$ cat src/rtl/neg_accum.sv
// Purpose : saturating signed accumulator over a burst of N_SAMPLES 4-bit two's-complement samples.
// Latency : 1 cycle from start to in_ready; result valid 1 cycle after the last accept (N_SAMPLES+1 cycles with no stalls).
// Backpressure: in_valid=0 stalls the burst; out_ready=0 holds acc_out/sat/out_valid stable in DONE.
//
// Ports:
//   clk, rst_n           - clock, asynchronous active-low reset
//   start                - begin a burst (only honoured in IDLE)
//   in_valid/in_ready    - sample handshake, in_data is a signed 4-bit value
//   out_valid/out_ready  - result handshake, acc_out is the signed sum, sat is sticky saturation
module neg_accum #(
  parameter int N_SAMPLES = 4,
  parameter int ACC_W     = 8
) (
  input  logic             clk,
  input  logic             rst_n,
  input  logic             start,
  input  logic             in_valid,
  input  logic [3:0]       in_data,
  output logic             in_ready,
  output logic             out_valid,
  input  logic             out_ready,
  output logic [ACC_W-1:0] acc_out,
  output logic             sat
);

  typedef enum logic [1:0] {
    IDLE = 2'd0,
    ACC  = 2'd1,
    DONE = 2'd2
  } state_t;

  // Clamp limits expressed at ACC_W+1 bits so the unclamped sum can be compared directly.
  localparam logic signed [ACC_W:0] ACC_MAX = $signed({2'b00, {(ACC_W-1){1'b1}}});
  localparam logic signed [ACC_W:0] ACC_MIN = $signed({2'b11, {(ACC_W-1){1'b0}}});
  localparam logic [7:0]            LAST    = 8'(N_SAMPLES - 1);

  state_t                 state, state_nxt;
  logic [7:0]             count, count_nxt;
  logic [ACC_W-1:0]       acc_nxt;
  logic                   sat_nxt;
  logic signed [ACC_W:0]  sum;
  logic                   accept;

  assign accept = in_ready && in_valid;

  // One guard bit above the accumulator is enough: |sample| <= 8 cannot overflow ACC_W+1 bits.
  assign sum = $signed({acc_out[ACC_W-1], acc_out}) +
               $signed({{(ACC_W-3){in_data[3]}}, in_data});

  always_comb begin
    state_nxt = state;
    count_nxt = count;
    acc_nxt   = acc_out;
    sat_nxt   = sat;
    case (state)
      IDLE: begin
        if (start) begin
          state_nxt = ACC;
          count_nxt = 8'd0;
          acc_nxt   = '0;
          sat_nxt   = 1'b0;
        end
      end
      ACC: begin
        if (accept) begin
          if (sum > ACC_MAX) begin
            acc_nxt = ACC_MAX[ACC_W-1:0];
            sat_nxt = 1'b1;
          end else if (sum < ACC_MIN) begin
            acc_nxt = ACC_MIN[ACC_W-1:0];
            sat_nxt = 1'b1;
          end else begin
            acc_nxt = sum[ACC_W-1:0];
          end
          count_nxt = count + 8'd1;
          if (count == LAST) begin
            state_nxt = DONE;
          end
        end
      end
      DONE: begin
        // start in the handshake cycle is dropped: we only look at start while in IDLE.
        if (out_ready) begin
          state_nxt = IDLE;
        end
      end
      default: state_nxt = IDLE;
    endcase
  end

  always_ff @(posedge clk or negedge rst_n) begin
    if (!rst_n) begin
      state     <= IDLE;
      count     <= 8'd0;
      acc_out   <= '0;
      sat       <= 1'b0;
      in_ready  <= 1'b0;
      out_valid <= 1'b0;
    end else begin
      state     <= state_nxt;
      count     <= count_nxt;
      acc_out   <= acc_nxt;
      sat       <= sat_nxt;
      // Flopped decodes of the next state keep in_valid/out_ready off the handshake outputs.
      in_ready  <= (state_nxt == ACC);
      out_valid <= (state_nxt == DONE);
    end
  end

endmodule

$ cat config.mk
export PLATFORM = sky130hd
export DESIGN_NAME = neg_accum
export DESIGN_NICKNAME = d
export VERILOG_FILES = /design/src/rtl/neg_accum.sv
export SDC_FILE = /design/constraint.sdc
export NUM_CORES = 1
export LEC_CHECK = 0
export ABC_AREA = 0
export CELL_PAD_IN_SITES_DETAIL_PLACEMENT = 1
export CELL_PAD_IN_SITES_GLOBAL_PLACEMENT = 1
export CORE_ASPECT_RATIO = 0.9
export CORE_UTILIZATION = 37
export DETAILED_ROUTE_END_ITERATION = 6
export PLACE_DENSITY = 0.81
export RECOVER_POWER = 25
export SYNTH_ARGS = -nofsm -noshare
export SYNTH_HDL_FRONTEND = slang
export SYNTH_SLANG_ARGS = --single-unit
$ cat constraint.sdc
create_clock -name clk -period 5.62 [get_ports clk]
set_input_delay 1.686 -clock clk [delete_from_list [all_inputs] [get_ports clk]]
set_output_delay 1.686 -clock clk [all_outputs]
set_load 0.01 [all_outputs]
# After elaboration in Yosys (flattened, before gate mapping)
# Index checks and enable logic that the tools add are counted.
[classes]
add_sub_neg = 2
multipliers = 0
div_mod_pow = 0
n_lt_le_gt_ge = 2
n_eq_ne = 8
shift = 0
muxes = 17
n_bitwise = 0
reduce_logical = 5
[ops]
columns = ["operator", "count"]
rows = [
  ["$mux W8", 5],
  ["$pmux W8 S2", 2],
  ["$add A8 B4 Y9", 1],
  ["$gt A9 B8 Y1 const B", 1],
  ["$lt A9 B8 Y1 const B", 1],
  ["$add A8 B1 Y8 const B", 1],
  ["$eq A8 B2 Y1 const B", 1],
  ["$mux W2", 4],
  ["$pmux W2 S3", 1],
  ["$eq A2 B1 Y1 const B", 2],
  ["$eq A2 B2 Y1 const B", 2],
  ["$mux W1", 4],
  ["$ne A2 B2 Y1 const B", 2],
  ["$reduce_and A4 Y1", 1],
  ["$ne A3 B3 Y1 const B", 1],
  ["$reduce_and A3 Y1", 1],
  ["$logic_not A2 Y1", 1],
  ["$pmux W1 S2", 1],
  ["$reduce_bool A2 Y1", 1],
  ["$logic_and A1 B1 Y1", 1],
]
[word_totals]
regBits = 21
latch_bits = 0
ramBits = 0
rom_bits = 0
in_bits = 9
out_inout_bits = 11
mem_count = 0

# Depth between registers and ports, before layout
[logic_depth]
word_depth = 6
ltp_mapped = 7

# Worst setup path after synthesis
# No wires, ideal clock.
[synth_path]
kind = "input-to-reg"
startpoint = "in in_data[0]"
endpoint = "reg acc_out[0]"
arrival_time_ps = 3362
t_required_ps = 5516
setup_slack_ps = 2155
path_stages = 7
n_path_buf = 0
path_cell_list = "ha_1 fa_1 a211oi_4 or3_4 a32o_2 o31a_1 a221oi_1"
[synth_via]
elab_chain_cells = 6
elab_cells_between_ends = 7
[synth_lines]
columns = ["element", "line_no", "rtl"]
rows = [
  ["start: declaration", "18", "input logic [3:0] in_data,"],
  ["$add A8 B4 Y9 *", "47", "assign sum = $signed({acc_out[ACC_W-1], acc_out}) +"],
  ["$lt A9 B8 Y1", "69", "end else if (sum < ACC_MIN) begin"],
  ["$mux W8", "69", ""],
  ["$mux W8 *", "66", "if (sum > ACC_MAX) begin"],
  ["$mux W8 *", "65", "if (accept) begin"],
  ["$pmux W8 S2 *", "55", "case (state)"],
  ["end signal: assignment", "102", "acc_out <= acc_nxt;"],
  ["end: declaration", "22", "output logic [ACC_W-1:0] acc_out,"],
]
# Mark *: on every way between the ends. The rest lies on a longest branch, timed or not. The select of a mux whose other input is x is not followed.
# A chain may end at the register's enable or synchronous reset.

# Worst setup path in the final report
[layout_path]
startpoint = "in in_data[3]"
endpoint = "reg acc_out[4]"
# Same word-level chain as after synthesis.

==> impl_metrics.tcl <==
set metrics [dict create \
    antenna_cells 0 \
    post_cts_buffers 0 \
    wl_per_cell_um 16.1 \
    synth.ff_latch_count 21 \
    power_frac_comb 0.598 \
    synth.most_common_cell "dfrtp_1" \
    die_area_um2 3930 \
    powerDensity_nw_per_um2 552 \
    fin_skew_ns 0.00737 \
    regArea_um2 526 \
    gr-usage-met1 0.265 \
    power_frac_seq 0.287 \
    fin_crit_sh 0.696 \
    syn_area_um2 1360 \
    num_vias 1190 \
    ys_seq_area_frac 0.386 \
    max_slew_margin 0.226 \
    ys_async_sr_fraction 1.00 \
    wirelength_mm 3.32 \
    grt_max_degree 22 \
    ys.warnings.count 0 \
    row_count 20 \
    p_total_w 0.000898 \
    dp_hpwl_mm 2.51 \
    cts_root_buffer "clkbuf_8" \
    grt_util_met3 0.0212 \
    n_fill_cell 409 \
    start_kind "primary input" \
    path_cells "clkdlybuf4s50_1 > ha_1 > nand3_2 > or3_4 > a32o_2 > o31a_1 > a221oi_1" \
    clkLatencyLatePin_ns 0.27 \
    yosys.area.top_type_share 0.386 \
    cts_tree "built" \
    synth-compound-area-share 0.226 \
    post-route-util 0.471 \
    timing.hold.ws_ns 0.511 \
    multi_input_area_um2 791 \
    pwr-share-clk 0.115 \
    drtPass1Iterations 4 \
    grt_busiest_layer "met2" \
    first_iter_violations 45 \
    cp_max_fo 8 \
    io_pins 20 \
    clock_sinks 21 \
    synthFlopType "dfrtp_1" \
    grt_pass1_vias 1252 \
    crit_arrival_ns 4.08 \
    cap_violations 0 \
    p_switching_w 0.000392 \
    clkTransAtPathRegs_ns 0.08 \
    critical_path_required_ns 5.79 \
    synth_top_family_by_area "compound AO/OA/AOI/OAI gates" \
    cts_buffer_depth 2 \
    track_usage 0.193 \
    ant_nets 0 \
    synth_nets 161 \
    port_buffers 19 \
    synth_cell_types 38 \
    rsz0062_at_grt "false" \
    htreeDepth 1 \
    synthMuxAreaShare 0.00735 \
    hold_buffers 0 \
    endpoint_kind "flop" \
    syn-mean-instance-area_um2 9.59 \
    drc_errors 0 \
    synth_area_leaders "dfrtp_1, ha_1, a21oi_1" \
    fin_crit_ns 3.91 \
    dp_slack_ns 1.43 \
    via_per_inst 5.78 \
    finalMaxSlewViolations 0 \
    power_switching_share 0.437 \
    grt_use_met2 0.329 \
    antenna_found_initial 0 \
    p_int_w 0.000505 \
    fmax_mhz 256 \
    final_hold_viol_count 0 \
    overflow 0 \
    synthAdderAreaFrac 0.0974 \
    p_leak_nw 0.700 \
    drive_gt1_frac 0.0617 \
    yosysTopAreaCell "dfrtp_1" \
    synth_edf_count 0 \
    yosys.area_share.simple 0.186 \
    crit_type "primary input to flop" \
    die_x_um 65.9 \
    synthXorXnorAreaFrac 0.0643 \
    cts-resized-gates 0 \
    core_um2 3450 \
    initial_core_util 0.394 \
    vdd_ir_drop_max_mv 0.215 \
    setup_violations 0 \
    finalNetCount 182 \
    critical-path-max-stage-delay_ns 0.52 \
    setup_slack_ns 1.71 \
    hold_class "flop to flop" \
    worstMarginPinSlew_ns 1.16 \
    die_h_um 59.5 \
    synth_common_cells "dfrtp_1, a21oi_1, nor2_1" \
    cts_inserted_buffers 3 \
    gp_congestion 0.850 \
    syn_to_final_growth_pct 19.4 \
    fin_tns_setup_ns 0 \
    outcome "complete, no violations" \
    grt_pass1_wl_mm 5.84 \
    crit_path_top_delay_cell "clkdlybuf4s50_1" \
    syn_inst 142 \
]
==> placed cells by master (no fill, tap or decap), drive strengths merged, types with 3 or more instances in the layout <==
master	netlist	layout
clkdlybuf4s50	0	17
nor3	3	3
nand2	9	9
a22o	5	5
nand3	7	7
a21oi	17	17
xnor2	4	4
clkbuf	1	4
inv	5	5
o21ai	6	6
dfrtp	21	21
ha	9	9
a221oi	5	5
xor2	6	6
o22ai	3	3
nor3b	3	3
nor2	12	12
==> path summary, 6_finish.rpt <==
path	cells past startpoint	endpoint	startpoint	slack [ns]
setup reg to reg	7	acc_out[4]$_DFFE_PN0P_	acc_out[0]$_DFFE_PN0P_	3.23
hold reg to reg	2	sat$_DFFE_PN0P_	sat$_DFFE_PN0P_	0.51
hold / removal	2	sat$_DFFE_PN0P_	sat$_DFFE_PN0P_	0.51
max in group asynchronous	1	count[6]$_DFFE_PN0P_	rst_n	3.03
setup / recovery	7	acc_out[4]$_DFFE_PN0P_	in_data[3]	1.71
min in group asynchronous	1	acc_out[4]$_DFFE_PN0P_	rst_n	2.01
==> power by group through the flow <==
stage,Sequential [W],Clock [W],Combinational [W]
6_report,0.000258,0.000103,0.000537
5_1_grt,0.000268,0.000110,0.000599
4_1_cts,0.000258,0.000105,0.000539
3_5_place_dp,0.000260,0,0.000537
3_3_place_gp,0.000258,0,0.000514
2_1_floorplan,0.000263,0,0.000365
==> cell families (layout without fill, tap and decap cells) <==
family,Yosys count,in the layout
buf+inv,8,28
flops,21,21
fa+ha+maj,10,10
xor+xnor,10,10
compound gates,45,45
mux,1,1
simple gates,47,47
==> critical path, delay by kind of cell <==
family	cells	cell delay (ns)
buf+inv	1	0.52
compound gates	3	0.86
fa+ha+maj	1	0.48
simple gates	2	0.53
==> per-stage QoR <==
stage                     std cells  instance area (µm²)
after floorplan                 142                 1360
after global routing            206                 1630
after detailed placement        202                 1580
after global placement          202                 1580
final                           206                 1630
after CTS                       206                 1630
==> area by class of cell <==
class                           instances  share of cell area
Inverter                                5              0.0115
Tap cell                               44              0.0339
Multi-Input combinational cell        113               0.487
Clock buffer                            4              0.0277
Sequential cell                        21               0.323
Timing Repair Buffer                   19               0.117
==> sequential cells by signal, indices dropped and copies added (netlist names) <==
signal     cells
out_valid      1
acc_out        8
state          2
count          8
in_ready       1
sat            1
==> routing by layer <==
| metal | wire (µm) | vias to the layer above |
|---|---|---|
| li1 | - | 570 |
| met1 | 1610 | 599 |
| met2 | 1620 | 19 |
| met3 | 58 | 2 |
| met4 | 25 | 0 |
| met5 | 0 | - |
No activity file was read; power rests on OpenSTA's default activity.
